<file path="config.mk">
export PLATFORM = sky130hd
export DESIGN_NAME = tcdm_bank_arb
export DESIGN_NICKNAME = d
export VERILOG_FILES = /design/src/rtl/tcdm_interconnect_pkg.sv /design/src/rtl/tcdm_bank_resp_pipe.sv /design/src/rtl/tcdm_bank_arb.sv
export SDC_FILE = /design/constraint.sdc
export NUM_CORES = 1
export LEC_CHECK = 0
export BUFFER_PORTS_ARGS = -buffer_cell sky130_fd_sc_hd__buf_4
export CAP_MARGIN = 25
export CORE_AREA = 5 5 121 123
export DETAILED_ROUTE_END_ITERATION = 7
export DIE_AREA = 0 0 126 128
export HOLD_SLACK_MARGIN = 0.03
export PLACE_DENSITY_LB_ADDON = 0.2
export SYNTH_ARGS = -nofsm -noshare
export SYNTH_HDL_FRONTEND = slang
export SYNTH_HIERARCHICAL = 1
export SYNTH_SLANG_ARGS = --single-unit
</file>
<file path="constraint.sdc">
create_clock -name clk_i -period 2.55 [get_ports clk_i]
set_clock_uncertainty 0.2 [all_clocks]
set_input_delay 0.51 -clock clk_i [delete_from_list [all_inputs] [get_ports clk_i]]
set_output_delay 0.51 -clock clk_i [all_outputs]
set_load 0.02 [all_outputs]
</file>
<file path="src/rtl/tcdm_interconnect_pkg.sv">
// Shared types for the TCDM interconnect: bank arbitration mode and
// the response-tracking tag carried through the bank read pipe.
package tcdm_interconnect_pkg;

   typedef enum logic [1:0] {
      CORE_PRIO   = 2'd0,
      ROUND_ROBIN = 2'd1,
      EXT_PRIO    = 2'd2
   } arb_mode_e;

   typedef struct packed {
      logic vld;
      logic owner;
      logic wen;
   } resp_tag_t;

endpackage

</file>
<file path="src/rtl/tcdm_bank_resp_pipe.sv">
// Response tag shift register matching the bank read latency; the last
// stage raises vld_o for the port that owned the access.
module tcdm_bank_resp_pipe
   import tcdm_interconnect_pkg::*;
#(
   parameter int RespLat     = 1,
   parameter bit WriteRespOn = 1'b1
) (
   input  logic       clk_i,
   input  logic       rst_i,
   input  logic [2:0] tag_i,
   output logic [1:0] vld_o
);

   resp_tag_t                tag;
   resp_tag_t [RespLat-1:0] pipe_q;
   resp_tag_t [RespLat-1:0] pipe_d;
   resp_tag_t                last;

   assign tag = resp_tag_t'(tag_i);

   if (RespLat == 1) begin : g_one
      assign pipe_d = tag;
   end else begin : g_many
      assign pipe_d = {pipe_q[RespLat-2:0], tag};
   end

   always_ff @(posedge clk_i) begin
      if (rst_i) begin
         pipe_q <= '0;
      end else begin
         pipe_q <= pipe_d;
      end
   end

   assign last = pipe_q[RespLat-1];

   always_comb begin
      vld_o = 2'b00;
      if (last.vld && (!last.wen || WriteRespOn)) begin
         vld_o[last.owner] = 1'b1;
      end
   end

endmodule

</file>
<file path="src/rtl/tcdm_bank_arb.sv">
// Two-port arbiter in front of one TCDM bank with starvation escalation.
// Optional statistics counters: define TCDM_BANK_ARB_STATS_EN.
module tcdm_bank_arb
   import tcdm_interconnect_pkg::*;
#(
   parameter int AddrMemWidth = 12,
   parameter int DataWidth    = 32,
   parameter int BeWidth      = DataWidth / 8,
   parameter int RespLat      = 1,
   parameter bit WriteRespOn  = 1'b1,
   parameter int MaxStall     = 8
) (
   input  logic                      clk_i,
   input  logic                      rst_i,
   input  logic [1:0]                mode_i,
   input  logic [1:0]                req_i,
   input  logic [2*AddrMemWidth-1:0] add_i,
   input  logic [1:0]                wen_i,
   input  logic [2*DataWidth-1:0]    wdata_i,
   input  logic [2*BeWidth-1:0]      be_i,
   output logic [1:0]                gnt_o,
   output logic [1:0]                vld_o,
   output logic [2*DataWidth-1:0]    rdata_o,
   output logic                      bank_req_o,
   input  logic                      bank_gnt_i,
   output logic [AddrMemWidth-1:0]   bank_add_o,
   output logic                      bank_wen_o,
   output logic [DataWidth-1:0]      bank_wdata_o,
   output logic [BeWidth-1:0]        bank_be_o,
   input  logic [DataWidth-1:0]      bank_rdata_i,
   output logic [31:0]               stat_conflict_o,
   output logic [31:0]               stat_escal_o
);

   if (RespLat < 1) begin : g_bad_lat
      $error("tcdm_bank_arb: RespLat must be >= 1");
   end
   if (MaxStall < 1) begin : g_bad_stall
      $error("tcdm_bank_arb: MaxStall must be >= 1");
   end

   localparam int SW = $clog2(MaxStall + 1);
   typedef logic [SW-1:0] stall_t;
   localparam stall_t SMax = stall_t'(MaxStall);

   stall_t     stall0_q;
   stall_t     stall1_q;
   logic       rr_q;
   logic       conflict;
   logic       win;
   logic [1:0] esc;
   resp_tag_t  tag;

   function automatic stall_t stall_next(
      logic r, logic g, logic bg, stall_t s
   );
      if (!r || g) return '0;
      if (bg && s != SMax) return s + stall_t'(1);
      return s;
   endfunction

   assign esc      = {stall1_q == SMax, stall0_q == SMax};
   assign conflict = &req_i;

   // Escalation overrides the mode; with both starved, ext wins.
   always_comb begin
      win = 1'b0;
      if (!conflict) begin
         win = req_i[1];
      end else if (esc[1]) begin
         win = 1'b1;
      end else if (esc[0]) begin
         win = 1'b0;
      end else begin
         case (mode_i)
            ROUND_ROBIN: win = rr_q;
            EXT_PRIO:    win = 1'b1;
            default:     win = 1'b0;
         endcase
      end
   end

   always_comb begin
      gnt_o = 2'b00;
      if (bank_gnt_i && |req_i) begin
         gnt_o[win] = 1'b1;
      end
   end

   assign bank_req_o   = |req_i;
   assign bank_add_o   = win ? add_i[2*AddrMemWidth-1:AddrMemWidth]
                             : add_i[AddrMemWidth-1:0];
   assign bank_wen_o   = win ? wen_i[1] : wen_i[0];
   assign bank_wdata_o = win ? wdata_i[2*DataWidth-1:DataWidth]
                             : wdata_i[DataWidth-1:0];
   assign bank_be_o    = win ? be_i[2*BeWidth-1:BeWidth]
                             : be_i[BeWidth-1:0];
   assign rdata_o      = {2{bank_rdata_i}};

   always_ff @(posedge clk_i) begin
      if (rst_i) begin
         stall0_q <= '0;
         stall1_q <= '0;
         rr_q     <= 1'b0;
      end else begin
         stall0_q <= stall_next(req_i[0], gnt_o[0], bank_gnt_i, stall0_q);
         stall1_q <= stall_next(req_i[1], gnt_o[1], bank_gnt_i, stall1_q);
         if (mode_i == ROUND_ROBIN && conflict && bank_gnt_i) begin
            rr_q <= ~win;
         end
      end
   end

   assign tag = '{vld: |gnt_o, owner: win, wen: bank_wen_o};

   tcdm_bank_resp_pipe #(
      .RespLat     (RespLat),
      .WriteRespOn (WriteRespOn)
   ) u_resp_pipe (
      .clk_i (clk_i),
      .rst_i (rst_i),
      .tag_i (tag),
      .vld_o (vld_o)
   );

`ifdef TCDM_BANK_ARB_STATS_EN
   logic [31:0] conf_q;
   logic [31:0] escal_q;
   logic        escal_evt;

   assign escal_evt = |(gnt_o & esc);

   always_ff @(posedge clk_i) begin
      if (rst_i) begin
         conf_q  <= '0;
         escal_q <= '0;
      end else begin
         if (conflict && conf_q != '1) conf_q <= conf_q + 32'd1;
         if (escal_evt && escal_q != '1) escal_q <= escal_q + 32'd1;
      end
   end

   assign stat_conflict_o = conf_q;
   assign stat_escal_o    = escal_q;
`else
   assign stat_conflict_o = '0;
   assign stat_escal_o    = '0;
`endif

endmodule

</file>
==> impl_metrics.ini <==
[drt]
first_iter_violations = 35
drc = 0
wirelength_mm = 7.87
first_pass_iters = 4
vias_per_cell = 3.41
vias = 1846
wl_per_cell_um = 14.5
antenna_left = 0

[clock_network]
cts_buffer_depth = 2
cts_buffers = 3
clk_latency_ns = 0.23
clock-sinks = 11
holdBufCountCts = 0
cts_setup_buffers = 0
root_buffer = clkbuf_16
clk_pin_slew_ns = 0.04
htree_levels = 1
cts_tree = done

[power_and_ir_drop]
switching_power_mw = 0.378
pwr-share-seq = 0.165
p_leak_nw = 1.75
combPwrFrac = 0.574
power_density_nw_per_um2 = 328
switching_share = 0.353
peakVddDrop_mv = 0.217
power.total_mw = 1.07
pwr-share-clk = 0.261
intPower_mw = 0.694

[timing]
setup-violations-final = 51
period_minus_slack_ns = 2.88
fin_ws_ns = -0.332
rsz0062_at_grt = yes
hold_violations = 0
hold-worst-slack_ns = 0.302
fmaxAchievable_mhz = 347
fin_crit_sh = 1.13
slew_viol_final = 0

[synthesis]
syn_area_um2 = 2460
synthTopCellsByArea = buf_4 39%, mux2_4 27%, dfxtp_1 9.0%
ys_ff_latch = 11
ys_warn_count = 6
ys_types = 33
yosysSeqAreaShare = 0.0897
synth_top_area_share = 0.391
syn_avg_cell_area_um2 = 9.41
synth_top_area_cell = buf_4
syn_inst = 261

[flow_run]
cap_violations = 0

[final_layout]
finalNetCount = 506
utilization = 0.241
diodes = 0
drive_gt1_frac = 0.646
final_cell_mix = 166 x buf_4, 64 x conb_1, 44 x mux2_4, 10 x dfxtp_1, 8 x inv_1
instances_no_fill = 542
final_common_cell = buf_4
area_growth_syn_to_layout_pct = 33.2

[floorplan]
die_w_um = 126
rows = 43
die_area_um2 = 16100
io-pin-count = 319
core_area_um2 = 13600
die_h_um = 128
initial_core_util = 0.181

[worst_setup_path]
start_kind = flip-flop
critical_path_buf_inv_count = 3
worstReg2RegEnd = stall0_q[1]
r2r_start = stall0_q[0]
critPathMaxStageDelay_ns = 0.36
worst_path_dominant_cell_family = buffers and inverters
path_cells = inv_1 -> ha_2 -> and3b_1 -> o311a_4 -> nand2b_4 -> buf_12 -> mux2_4 -> buf_4
cp_data_required_time_ns = 1.84
path_class = reg2out
end_kind = primary output
rr_worst_depth = 8
slowest_stage = o311a_4
crit_arrival_ns = 2.17
worst-path-max-fanout = 24
r2r_slack_ns = 0.41

[global_route]
grt_max_degree = 29
grt_pass1_wl_mm = 10.8
gr-total-overflow = 0
grt_pass1_vias = 1811
grt.total_usage = 0.0855
antenna_found_initial = 0

[run_status]
status = complete, but fails checks
failed_checks = setup timing

[min_path]
hp-class = in2reg
min_to = stall1_q[0]
min-delay-start = rst_i
hold-path-cell-count = 2

[placement]
gp_congestion = 0.771
pre_cts_ws_ns = -0.293
numPlacedInstances = 538
dpl.hpwl_mm = 7.14
port_buffers = 158
power by group through the flow:
stage	logic (mW)	clock network [mW]	registers [mW]
2_1_floorplan	0.589	0	0.180
3_3_place_gp	0.619	0	0.180
3_5_place_dp	0.619	0	0.180
4_1_cts	0.620	0.288	0.177
5_1_grt	0.656	0.305	0.177
6_report	0.615	0.280	0.177
cells in the mapped netlist:
cell type and count:
buf_4 128, mux2_4 44, dfxtp_1 11, inv_1 10, ha_1 6, nand3_1 6
mux2_2 5, nor2_1 5, a21oi_1 4, buf_12 4, nand2_1 4, a211oi_1 3
and2_1 3, nand4_1 3, a31oi_1 2, and2b_2 2, nand3b_1 2, nand4b_1 2
o21ai_0 2, xor2_1 2, a221oi_2 1, a32oi_1 1, and3b_1 1, buf_6 1
buf_8 1, clkbuf_1 1, conb_1 1, mux2i_1 1, nand2b_1 1, nand2b_4 1
nor2b_1 1, o211ai_1 1, o311a_4 1
state kept, by name, summed over array words and instances, names as in the netlist:
name and flops:
stall1_q 4, rr_q 1, stall0_q 4, u_resp_pipe/last 2
logic make-up after synthesis:
kind of cell,after synthesis,synth area share
DFF,11,0.0897
other,1,0.00153
AOI/OAI and AO/OA,15,0.0479
muxes,50,0.296
buffers and inverters,145,0.451
xor gates and xnor gates,2,0.00713
adders and majority gates,6,0.0306
and+or+nand+nor,31,0.0759
through the flow:
| stage | setup TNS (ns) | area, um^2 |
|---|---|---|
| finish | -16.01 | 3270 |
| global route | -19.87 | 3270 |
| CTS | -17.07 | 3260 |
| detailed placement | -12.83 | 3190 |
| global placement | -12.35 | 3190 |
| floorplan | -1.58 | 2740 |
routing by layer:
layer | vias to the layer above | track usage | wire [um] | part of all wire
met5 | - | 0 | 0 | 0
met1 | 823 | 0.104 | 3030 | 0.39
met4 | 0 | 0.0139 | 106 | 0.013
li1 | 877 | - | - | -
met3 | 10 | 0.0425 | 939 | 0.12
met2 | 136 | 0.138 | 3790 | 0.48
final cells by class:
cell class                 instances  area [um^2]
timing repair buffer             169         1300
multi-input combinational        168         1400
tap                              180          225
clock buffer                       4         78.8
sequential                        11          221
inverter                          10         50.0
fill                            1471        10300
timing repair:
item	in CTS	in global routing
setup endpoints to repair	51	51
gates resized for setup	0	2
endpoints found under the hold margin	0	0
how the worst max path moves through the flow:
| stage | endpoint | startpoint | cells after the start | slack [ns] |
|---|---|---|---|---|
| finish | bank_wdata_o[2] | stall0_q[0] | 8 | -0.33 |
| global route | bank_wdata_o[2] | stall0_q[1] | 8 | -0.41 |
| detailed placement | bank_add_o[11] | mode_i[1] | 9 | -0.29 |
| global placement | bank_add_o[11] | mode_i[1] | 9 | -0.26 |
| CTS | bank_wdata_o[2] | stall0_q[0] | 8 | -0.36 |
| floorplan | bank_add_o[0] | mode_i[1] | 8 | -0.04 |
Power figures use the tool's default switching activity.
